--- config.mk ---
export PLATFORM = sky130hd
export DESIGN_NAME = fpalign_pipe
export DESIGN_NICKNAME = d
export VERILOG_FILES = /design/src/rtl/fpalign_pipe.sv
export SDC_FILE = /design/constraint.sdc
export NUM_CORES = 1
export LEC_CHECK = 0
export BUFFER_PORTS_ARGS = -buffer_cell sky130_fd_sc_hd__buf_2
export CELL_PAD_IN_SITES_DETAIL_PLACEMENT = 1
export CELL_PAD_IN_SITES_GLOBAL_PLACEMENT = 1
export CORE_MARGIN = 2
export CORE_UTILIZATION = 42
export DETAILED_ROUTE_END_ITERATION = 7
export PLACE_DENSITY_LB_ADDON = 0.1
export SLEW_MARGIN = 5
export SYNTH_ARGS = -nofsm -noshare
export SYNTH_HDL_FRONTEND = slang
export SYNTH_SLANG_ARGS = --single-unit
--- constraint.sdc ---
create_clock -name clk -period 6.1 [get_ports clk]
set_input_delay 1.83 -clock clk [delete_from_list [all_inputs] [get_ports clk]]
set_output_delay 1.83 -clock clk [all_outputs]
set_load 0.02 [all_outputs]
--- src/rtl/fpalign_pipe.sv ---
// fpalign_pipe: two-stage alignment stage for the floating-point adder.
//
// Stage 1 compares the operand magnitudes and swaps them so the larger one
// comes first. It captures the larger significand, the shift amount, the
// larger exponent, the sign of the larger operand and the effective
// operation. Stage 2 right-shifts the smaller significand, with its guard
// bits appended, by the exponent difference. It also collects a sticky bit
// for every bit shifted out.
//
// Ports:
//   clk        rising-edge clock
//   reset_n    synchronous active-low reset
//   in_valid   operand pair valid           in_ready   operands accepted this cycle
//   a, b       operands {sign, exp, frac}
//   out_valid  result valid                 out_ready  downstream accepts result
//   x          larger significand {hidden, frac, 1'b0}
//   y          aligned smaller significand {hidden, frac, 1'b0, guard zeros} >> shamt
//   sticky     OR of the smaller-significand bits shifted past the LSB of y
//   biggerexp  effective exponent of the larger operand
//   abig       1 when |a| > |b| (equal magnitudes give 0)
//   sign_out   sign of the larger-magnitude operand
//   eff_sub    a.sign ^ b.sign
//
// Handshake: a transfer happens on a rising edge where valid and ready are both
// high. in_ready does not look at in_valid. out_valid and the result hold
// steady while out_valid & ~out_ready. A stage loads when it is empty or when
// the stage after it is emptying in the same cycle. This gives one pair per
// cycle with no bubble.
module fpalign_pipe #(
    parameter int WEXP     = 8,
    parameter int WSIG     = 23,
    parameter int EXTRASIG = 3,
    localparam int WIDTH   = 1 + WEXP + WSIG,
    localparam int WY      = WSIG + EXTRASIG + 2,
    localparam int SHW     = $clog2(WY + 1)
) (
    input  logic             clk,
    input  logic             reset_n,
    input  logic             in_valid,
    output logic             in_ready,
    input  logic [WIDTH-1:0] a,
    input  logic [WIDTH-1:0] b,
    output logic             out_valid,
    input  logic             out_ready,
    output logic [WSIG+1:0]  x,
    output logic [WY-1:0]    y,
    output logic             sticky,
    output logic [WEXP-1:0]  biggerexp,
    output logic             abig,
    output logic             sign_out,
    output logic             eff_sub
);

    // ---------------- stage 1 combinational: compare and swap ----------------
    logic [WEXP-1:0] ea, eb, ea_eff, eb_eff, bexp_c, sexp_c, diff_c;
    logic            za, zb, a_gt;
    logic [WSIG+1:0] siga, sigb, bsig_c, ssig_c;
    logic [SHW-1:0]  shamt_c;

    always_comb begin
        ea     = a[WIDTH-2 -: WEXP];
        eb     = b[WIDTH-2 -: WEXP];
        za     = (ea == '0);
        zb     = (eb == '0);
        // Denormals share the exponent of the smallest normal.
        ea_eff = za ? WEXP'(1) : ea;
        eb_eff = zb ? WEXP'(1) : eb;
        siga   = {~za, a[WSIG-1:0], 1'b0};
        sigb   = {~zb, b[WSIG-1:0], 1'b0};
        // Exponent and fraction are contiguous, so one unsigned compare orders
        // the magnitudes. A tie selects B as the larger operand.
        a_gt   = a[WIDTH-2:0] > b[WIDTH-2:0];
        bexp_c = a_gt ? ea_eff : eb_eff;
        sexp_c = a_gt ? eb_eff : ea_eff;
        bsig_c = a_gt ? siga : sigb;
        ssig_c = a_gt ? sigb : siga;
        diff_c = bexp_c - sexp_c;
        // Any shift of WY or more clears y, so saturate the shift at WY.
        shamt_c = (diff_c >= WEXP'(WY)) ? SHW'(WY) : diff_c[SHW-1:0];
    end

    // ---------------- pipeline control ----------------
    logic v1, v2, ld1, ld2, acc;

    assign ld2       = ~v2 | out_ready;
    assign ld1       = ~v1 | ld2;
    assign in_ready  = reset_n & ld1;
    assign acc       = in_valid & in_ready;
    assign out_valid = v2;

    // ---------------- stage 1 registers ----------------
    logic [WSIG+1:0] s1_x, s1_small;
    logic [SHW-1:0]  s1_shamt;
    logic [WEXP-1:0] s1_exp;
    logic            s1_abig, s1_sign, s1_eff;

    // ---------------- stage 2 combinational: shift and sticky ----------------
    logic [WY-1:0] yprelim, y_c;
    logic          sticky_c;

    always_comb begin
        yprelim  = {s1_small, {EXTRASIG{1'b0}}};
        y_c      = yprelim >> s1_shamt;
        sticky_c = 1'b0;
        for (int i = 0; i < WY; i++) begin
            if (i < int'(s1_shamt)) sticky_c = sticky_c | yprelim[i];
        end
    end

    always_ff @(posedge clk) begin
        if (!reset_n) begin
            v1        <= 1'b0;
            v2        <= 1'b0;
            s1_x      <= '0;
            s1_small  <= '0;
            s1_shamt  <= '0;
            s1_exp    <= '0;
            s1_abig   <= 1'b0;
            s1_sign   <= 1'b0;
            s1_eff    <= 1'b0;
            x         <= '0;
            y         <= '0;
            sticky    <= 1'b0;
            biggerexp <= '0;
            abig      <= 1'b0;
            sign_out  <= 1'b0;
            eff_sub   <= 1'b0;
        end else begin
            if (ld1) begin
                v1 <= acc;
                if (acc) begin
                    s1_x     <= bsig_c;
                    s1_small <= ssig_c;
                    s1_shamt <= shamt_c;
                    s1_exp   <= bexp_c;
                    s1_abig  <= a_gt;
                    s1_sign  <= a_gt ? a[WIDTH-1] : b[WIDTH-1];
                    s1_eff   <= a[WIDTH-1] ^ b[WIDTH-1];
                end
            end
            if (ld2) begin
                v2 <= v1;
                if (v1) begin
                    x         <= s1_x;
                    y         <= y_c;
                    sticky    <= sticky_c;
                    biggerexp <= s1_exp;
                    abig      <= s1_abig;
                    sign_out  <= s1_sign;
                    eff_sub   <= s1_eff;
                end
            end
        end
    end

endmodule

# Word level (Yosys, flattened, before mapping)

Cells that the tools add are included.

Add/subtract/negate cells: 1
Magnitude comparators: 27
Shift operators: 1
Multiplexer cells: 33
Bitwise logic cells: 33
Reduce and logical (&&, ||, !) cells: 4

Operators by type and width:

| kind               | count |
|---|---|
| $lt 5x5->1 const A | 12 |
| $mux 25            | 2 |
| $lt 4x5->1 const A | 8 |
| $mux 8             | 4 |
| $gt 31x31->1       | 1 |
| $shr 28x5->28      | 1 |
| $mux 1             | 26 |
| $or 1x1->1         | 26 |
| $lt 3x5->1 const A | 4 |
| $logic_not 8->1    | 2 |
| $ge 8x5->1 const B | 1 |
| $sub 8x8->8        | 1 |
| $lt 2x5->1 const A | 1 |
| $mux 5             | 1 |
| $not 1->1          | 4 |
| $reduce_and 2->1   | 2 |
| $and 1x1->1        | 2 |
| $xor 1x1->1        | 1 |

Register bits after elaboration: 133
Output and inout port bits: 67

# Longest topological paths before layout

Gate-level depths: netlist of run 1.

Depth after elaboration: 50
Mapped depth: 19
Gate-level depth less buffers: 17

# Worst setup path after synthesis of run 1

Ideal clock, no wire load.

Kind: input -> register
Start: input b[8]
End: register s1_shamt[0]
Setup time: 0.117 ns
Data arrival time: 5.399 ns
Slack: 0.585 ns
Stages: 19
Path buffers: 2
Path through: inv_1 > ha_1 > a21o_1 > a221o_1 > a221oi_1 > o31ai_1 > a22oi_4 > buf_6 > buf_2 > mux2i_1 > ha_1 > fa_1 > nor2b_1 > o21ai_0 > nand2b_1 > a2111oi_0 > a31oi_1 > and4_1 > a22o_1

Word-level cells in the longest chain between the ends: 5

RTL lines:

| what                             | line   | RTL |
|---|---|---|
| start: declaration               | 42     | `input logic [WIDTH-1:0] b,` |
| $gt 31x31->1 *                   | 72     | `a_gt = a[WIDTH-2:0] > b[WIDTH-2:0];` |
| $mux 8, on equally long branches | 73, 74 |  |
| $sub 8x8->8 *                    | 77     | `diff_c = bexp_c - sexp_c;` |
| $ge 8x5->1                       | 79     | `shamt_c = (diff_c >= WEXP'(WY)) ? SHW'(WY) : diff_c[SHW-1:0];` |
| $mux 5 *                         | 79     |  |
| end signal: assignment           | 134    | `s1_shamt <= shamt_c;` |
| end: declaration                 | 93     | `logic [SHW-1:0] s1_shamt;` |

Every way passes the cells marked *; elsewhere a longest branch is shown, timed or not.
A chain may end at the register's enable or synchronous reset.

# Worst setup path in the final report of run 1

Start: input a[8]
End: register s1_shamt[1]

Word-level cells in the longest chain between the ends: 5

RTL lines:

| what                             | line   | RTL |
|---|---|---|
| start: declaration               | 41     | `input logic [WIDTH-1:0] a,` |
| $gt 31x31->1 *                   | 72     |  |
| $mux 8, on equally long branches | 73, 74 |  |
| $sub 8x8->8 *                    | 77     |  |
| $ge 8x5->1                       | 79     |  |
| $mux 5 *                         | 79     |  |

Marked as above.

==> run_results.csv, run 1 <==
group,metric,value,unit
clock_network,htreeDepth,4,
logic_synthesis,synth_cells,918,
pwr,seq_power_share,37.6,%
global_routing,grt_pass1_vias,7263,
logic_synthesis,avgSynthCellArea,8.26,µm²
logic_synthesis,synth_flop_cell,"dfxtp_1",
global_routing,grt_pass1_wl,37600,µm
placed_design,dpl-instance-area,8380,µm²
timing,fin_crit_sh,91.6,%
routing,wl,22900,µm
timing,hold_violations,0,
clock_network,clkLatencyLatePin,0.43,ns
cells_and_area,nets,1125,
cells_and_area,drive_above_1_share,20.7,%
worst_setup_path,ff2ff_setup_slack,3.46,ns
worst_setup_path,crit_chain,"buf_2 > ha_1 > a21o_1 > a221o_1 > a221oi_1 > o31ai_1 > a22oi_4 > buf_4 > nor2_1 > a21oi_1 > ha_1 > nor2b_1 > o21ai_0 > nand2b_1 > a2111oi_0 > a31oi_1 > and4_1 > a22o_1",
floorplan,chipHeight,138,µm
cells_and_area,fill_cells,2203,
cells_and_area,final_common_cell,"nand2_1",
worst_setup_path,crit_required,6.42,ns
status,status,"complete, no violations",
clock_network,cts_root_buffer,"clkbuf_16",
pwr,vdd_drop_max,0.205,mV
worst_setup_path,critPathLaunch,"a[8]",
worst_setup_path,arrival,5.91,ns
routing,ant_nets,0,
worst_setup_path,timing.rr.end,"s1_small[9]$_SDFFE_PN0P_",
floorplan,start_util,42.5,%
logic_synthesis,synth_warnings,0,
floorplan,fp-row-count,49,
timing,maxSlewHeadroom,36.7,%
pwr,leakagePower,0.00384,µW
hold_path,hp-start,"s1_x[11]$_SDFFE_PN0P_",
pwr,power.density,291,nW/µm²
global_routing,grt_usage,24.2,%
worst_setup_path,crit_top_cell,"ha_1",
floorplan,core,17800,µm²
cells_and_area,syn2layout_area_growth,18.1,%
pwr,swShare,33.2,%
logic_synthesis,ys_ff_latch,130,
timing,setup_viol,0,
worst_setup_path,cp.buffers_inverters,2,
global_routing,antenna_found_initial,0,
cells_and_area,final_cell_count_no_fill,1260,
clock_network,cts_tree,"done",
worst_setup_path,cp-start-kind,"input pin",
routing,drtPass1Iterations,4,
floorplan,io_pins,135,
placed_design,port_buffers,133,
clock_network,numCtsBuffers,17,
routing,drtIter0Drc,388,
clock_network,clkSlewWorstSetupHoldPaths,0.06,ns
pwr,p_int,1740,µW
logic_synthesis,synth_nets,1025,
cells_and_area,final_core_util,50.2,%
placed_design,place.gp.congestion,0.857,
logic_synthesis,synthArstFlopShare,0,%
logic_synthesis,ys_seq_area_share,34.3,%
clock_network,clock-sinks,130,
timing,worst_pin_slew,0.950,ns
timing,drv_slew,0,
routing,drcViolationCount,0,
placed_design,dpl.cell_count,1228,
cells_and_area,n_antenna_cell,0,
routing,viasPerCell,5.62,
floorplan,fp.dieW,138,µm
timing,min_period,5.59,ns
worst_setup_path,setup.worst_path.end,"s1_shamt[1]$_SDFFE_PN0P_",
clock_network,cts_buffer_depth,2,
run,maxCapViolCount,0,
worst_setup_path,r2r_start,"out_valid$_SDFFE_PN0P_",
timing,finClkSkew,0.00954,ns
timing,rsz0062_at_grt,"no",
worst_setup_path,crit_type,"input pin to flip-flop",
cells_and_area,postLayoutCellArea,8950,µm²
worst_setup_path,path_depth,18,
pwr,p_sw,865,µW
timing,fin_tns_setup,0,ns
worst_setup_path,crit_slowest_cell,"a2111oi_0",
floorplan,dieArea,19100,µm²
routing,wl_per_cell,18.2,µm
logic_synthesis,synth_area,7580,µm²
clock_network,post_cts_resized,0,
global_routing,grt_max_degree,73,
clock_network,postCtsSetupBuffers,0,
pwr,pwr-share-clk,38.9,%
hold_path,hold_class,"flip-flop to flip-flop",
worst_setup_path,reg2reg_depth,8,
placed_design,hpwl,16800,µm
logic_synthesis,synth_edf_count,0,
pwr,pwr-share-comb,23.6,%
logic_synthesis,synth.distinct_cells,63,
routing,num_vias,7079,
worst_setup_path,slowest_delay,0.46,ns
cells_and_area,final_cell_mix,"175 x nand2_1, 133 x buf_2, 129 x dfxtp_1",
worst_setup_path,cp-end-kind,"flip-flop",
clock_network,hold_buffers,0,
worst_setup_path,critical_path.top_delay_family,"compound AO/OA/AOI/OAI gates",
global_routing,gr-total-overflow,0,
timing,fmax,0.179,GHz
worst_setup_path,critPathMaxFanout,19,
[worst min path at each step]
stage                             endpoint  cells past startpoint
CTS                  s1_x[11]$_SDFFE_PN0P_                      2
global route          s1_x[5]$_SDFFE_PN0P_                      2
global placement     s1_x[18]$_SDFFE_PN0P_                      2
detailed placement   s1_x[11]$_SDFFE_PN0P_                      2
floorplan           s1_exp[7]$_SDFFE_PN0P_                      2
finish               s1_x[11]$_SDFFE_PN0P_                      2
[power groups by stage]
| stage | sequential, µW | combinational (µW) | clock, µW |
|---|---|---|---|
| final | 979 | 615 | 1010 |
| after global routing | 988 | 685 | 1070 |
| after CTS | 978 | 619 | 1030 |
| after detailed placement | 997 | 615 | 0 |
| after global placement | 994 | 605 | 0 |
| after floorplan | 990 | 428 | 0 |
[registers in the layout, summed over array words and instances, names as in the netlist]
| register | cells |
|---|---|
| s1_small | 24 |
| out_valid | 1 |
| sign_out | 1 |
| s1_x | 24 |
| v1 | 1 |
| x | 24 |
| sticky | 1 |
| s1_shamt | 5 |
| biggerexp | 8 |
| abig | 1 |
| s1_abig | 1 |
| s1_eff | 1 |
| s1_sign | 1 |
| s1_exp | 8 |
| eff_sub | 1 |
| y | 28 |
[routing by layer]
layer | routed length (µm) | GRT usage (%) | up-vias
met2 | 11300 | 41.5 | 128
met5 | 0 | 0 | -
li1 | - | - | 3484
met1 | 10300 | 30.7 | 3433
met3 | 764 | 3.91 | 34
met4 | 514 | 9.02 | 0
[kinds of logic after synthesis]
group / after synthesis / share of synthesized area [%]
AO/OA/AOI/OAI: 242 / 21.2
XOR/XNOR: 9 / 1.04
adder cells (fa/ha/maj): 39 / 6.53
buffers and inverters: 107 / 5.82
flip-flops: 130 / 34.3
multiplexers: 77 / 12.7
other: 1 / 0.0494
AND/OR/NAND/NOR: 313 / 18.4
[cell usage after synthesis, types with 8 or more instances]
library cell  instances  area, µm²
nand2_1             175        657
dfxtp_1             130       2600
mux2i_1              55        551
a21oi_1              51        255
clkbuf_1             50        188
o21ai_0              40        200
nand3_1              39        195
ha_1                 38        475
inv_1                38        143
nor2_1               36        135
a21boi_0             35        263
o21ai_1              21        105
o311ai_0             21        184
nor2b_1              18        113
mux4_2               13        293
a211oi_1              9       67.6
a21o_1                9       67.6
a22o_1                8       70.1
a22oi_1               8       60.1
a31oi_1               8       50.1
and2_1                8       50.1
buf_2                 8       40.0
[through the flow]
step           hold WS, ns  total power [µW]  setup slack (ns)
5_1_grt              0.475              2740             0.123
3_5_place_dp         0.444              1610            0.0637
3_3_place_gp         0.438              1600             0.184
6_report             0.450              2610             0.512
2_1_floorplan        0.425              1420             0.585
4_1_cts              0.453              2630             0.500
[layout make-up]
type / instances / area, µm² / share of cell area (%)
Sequential cell: 130 / 2600 / 29.1
Clock inverter: 14 / 139 / 1.55
Tap cell: 229 / 287 / 3.20
Inverter: 40 / 150 / 1.68
Clock buffer: 18 / 439 / 4.90
Multi-Input combinational cell: 681 / 4560 / 50.9
Timing Repair Buffer: 148 / 778 / 8.69
[worst reg2reg max path: cells and delay by family, from the launching register on]
family                 cells  cell delay, ns
flip-flops                 1            0.32
AND/OR/NAND/NOR            5            1.45
AO/OA/AOI/OAI              1            0.13
buffers and inverters      2            0.62
No activity file was read; power rests on OpenSTA's default activity.
==> run 2, diff against run 1 <==
CORE_UTILIZATION = 40   (was 42)
==> run_results.csv, run 2 (synthesis gave the netlist of run 1 again) <==
group,metric,value,unit
timing,drv_slew,0,
floorplan,fp-row-count,50,
clock_network,cts_root_buffer,"clkbuf_16",
clock_network,numCtsBuffers,17,
routing,drtIter0Drc,404,
timing,worst_pin_slew,0.875,ns
worst_setup_path,slowest_delay,0.39,ns
pwr,pwr-share-clk,40.9,%
routing,wl,23300,µm
hold_path,hold_class,"flip-flop to flip-flop",
timing,finClkSkew,0.0105,ns
timing,min_period,5.58,ns
worst_setup_path,critPathMaxFanout,18,
clock_network,hold_buffers,0,
pwr,seq_power_share,35.8,%
clock_network,cts_buffer_depth,2,
global_routing,grt_max_degree,75,
global_routing,gr-total-overflow,0,
timing,setup_ws,0.516,ns
worst_setup_path,cp.buffers_inverters,4,
placed_design,pre_cts_slack,0.0943,ns
worst_setup_path,path_depth,18,
pwr,p_sw,873,µW
placed_design,place.gp.congestion,0.866,
cells_and_area,drive_above_1_share,20.8,%
placed_design,port_buffers,133,
timing,fin_crit_sh,91.5,%
routing,num_vias,7042,
pwr,swShare,32.3,%
placed_design,hpwl,16900,µm
hold_path,hp-start,"s1_x[8]$_SDFFE_PN0P_",
routing,ant_nets,0,
pwr,vdd_drop_max,0.195,mV
worst_setup_path,crit_type,"input pin to flip-flop",
cells_and_area,multi_input_area,4560,µm²
clock_network,clkSlewWorstSetupHoldPaths,0.06,ns
routing,drcViolationCount,0,
floorplan,fp.dieW,142,µm
hold_path,holdPathStages,2,
clock_network,cts_tree,"done",
clock_network,postCtsSetupBuffers,0,
floorplan,dieArea,20100,µm²
cells_and_area,ff_latch_area,2600,µm²
worst_setup_path,crit_slowest_cell,"a221oi_1",
worst_setup_path,crit_required,6.46,ns
clock_network,clkLatencyLatePin,0.42,ns
cells_and_area,final_cell_mix,"175 x nand2_1, 133 x buf_2, 130 x dfxtp_1",
cells_and_area,largest_reg_flops,28,
timing,hold_violations,0,
timing,fin_tns_setup,0,ns
floorplan,core,18600,µm²
pwr,power.density,299,nW/µm²
pwr,pwr-share-comb,23.3,%
worst_setup_path,arrival,5.94,ns
worst_setup_path,critical_path.top_delay_family,"compound AO/OA/AOI/OAI gates",
worst_setup_path,ff2ff_setup_slack,3.38,ns
timing,maxSlewHeadroom,41.7,%
timing,setup_viol,0,
cells_and_area,largest_register,"y",
routing,wl_per_cell,18.3,µm
timing,fmax,0.179,GHz
global_routing,grt_pass1_vias,7088,
floorplan,io_pins,135,
clock_network,htreeDepth,4,
worst_setup_path,cp-start-kind,"input pin",
worst_setup_path,reg2reg_depth,8,
cells_and_area,fill_cells,2300,
pwr,leakagePower,0.00388,µW
cells_and_area,nets,1128,
worst_setup_path,cp-end-kind,"flip-flop",
timing,rsz0062_at_grt,"no",
global_routing,antenna_found_initial,2,
clock_network,post_cts_resized,0,
worst_setup_path,crit_chain,"buf_2 > inv_1 > ha_1 > a21o_1 > a221o_1 > a221oi_1 > o31ai_1 > a22oi_4 > buf_4 > mux2_2 > ha_1 > inv_1 > nor2_1 > o21ai_0 > o311ai_0 > a311oi_1 > and4_1 > a22o_1",
pwr,p_int,1830,µW
cells_and_area,final_cell_count_no_fill,1270,
timing,whs,0.447,ns
global_routing,grt_usage,24.0,%
placed_design,dpl.cell_count,1236,
routing,viasPerCell,5.54,
worst_setup_path,critPathLaunch,"b[8]",
clock_network,clock-sinks,130,
worst_setup_path,r2r_start,"out_valid$_SDFFE_PN0P_",
cells_and_area,final_common_cell,"nand2_1",
global_routing,grt_pass1_wl,38100,µm
floorplan,chipHeight,142,µm
run,maxCapViolCount,0,
cells_and_area,syn2layout_area_growth,19.4,%
floorplan,start_util,40.7,%
status,status,"complete, no violations",
cells_and_area,final_core_util,48.6,%
routing,drtPass1Iterations,7,
[run 2: cell types whose count changed in the layout (fill, tap and decap cells not counted)]
| cell | change |
|---|---|
| dfxtp_1 | +1 |
| inv_6 | -4 |
| clkinv_2 | -1 |
| diode_2 | +2 |
| dfxtp_2 | -1 |
| bufinv_16 | +2 |
| inv_8 | +3 |
| buf_4 | +2 |
| buf_12 | +1 |
[run 2: worst paths after layout]
check                                                end
worst max register to register  s1_small[9]$_SDFFE_PN0P_
worst max-delay path            s1_shamt[0]$_SDFFE_PN0P_
worst min-delay path                s1_x[8]$_SDFFE_PN0P_
worst min register to register      s1_x[8]$_SDFFE_PN0P_
[run 2: per-stage QoR]
stage                     instance area (µm²)  total power (µW)
final                                    9050              2710
after CTS                                9050              2730
after detailed placement                 8420              1620
after global placement                   8420              1610
after global routing                     9050              2850
after floorplan                          7580              1420
[run 2: area by class of cell]
| cell class | count | share of cell area (%) |
|---|---|---|
| tap | 234 | 3.23 |
| inverter | 40 | 1.66 |
| clock inverter | 14 | 2.13 |
| timing repair buffer | 151 | 8.98 |
| multi-input combinational | 681 | 50.3 |
| clock buffer | 18 | 4.85 |
| antenna | 2 | 0.0553 |
| sequential | 130 | 28.7 |
[run 2: routing by layer]
| layer | vias to the layer above | global-route usage, % | wire length, µm |
|---|---|---|---|
| li1 | 3491 | - | - |
| met1 | 3396 | 30.3 | 10400 |
| met2 | 131 | 42.5 | 11800 |
| met3 | 24 | 3.64 | 716 |
| met4 | 0 | 7.21 | 318 |
| met5 | - | 0 | 0 |
[run 2: power groups by stage]
stage | clock network [µW] | registers [µW] | logic (µW)
floorplan | 0 | 990 | 428
global placement | 0 | 987 | 623
detailed placement | 0 | 989 | 629
CTS | 1130 | 970 | 635
global route | 1170 | 979 | 702
finish | 1110 | 970 | 630
[run 2: worst min-delay path: stages (launching register included)]
cell and delay, ns:
dfxtp_1 0.31, nand2_1 0.05, o21ai_1 0.05
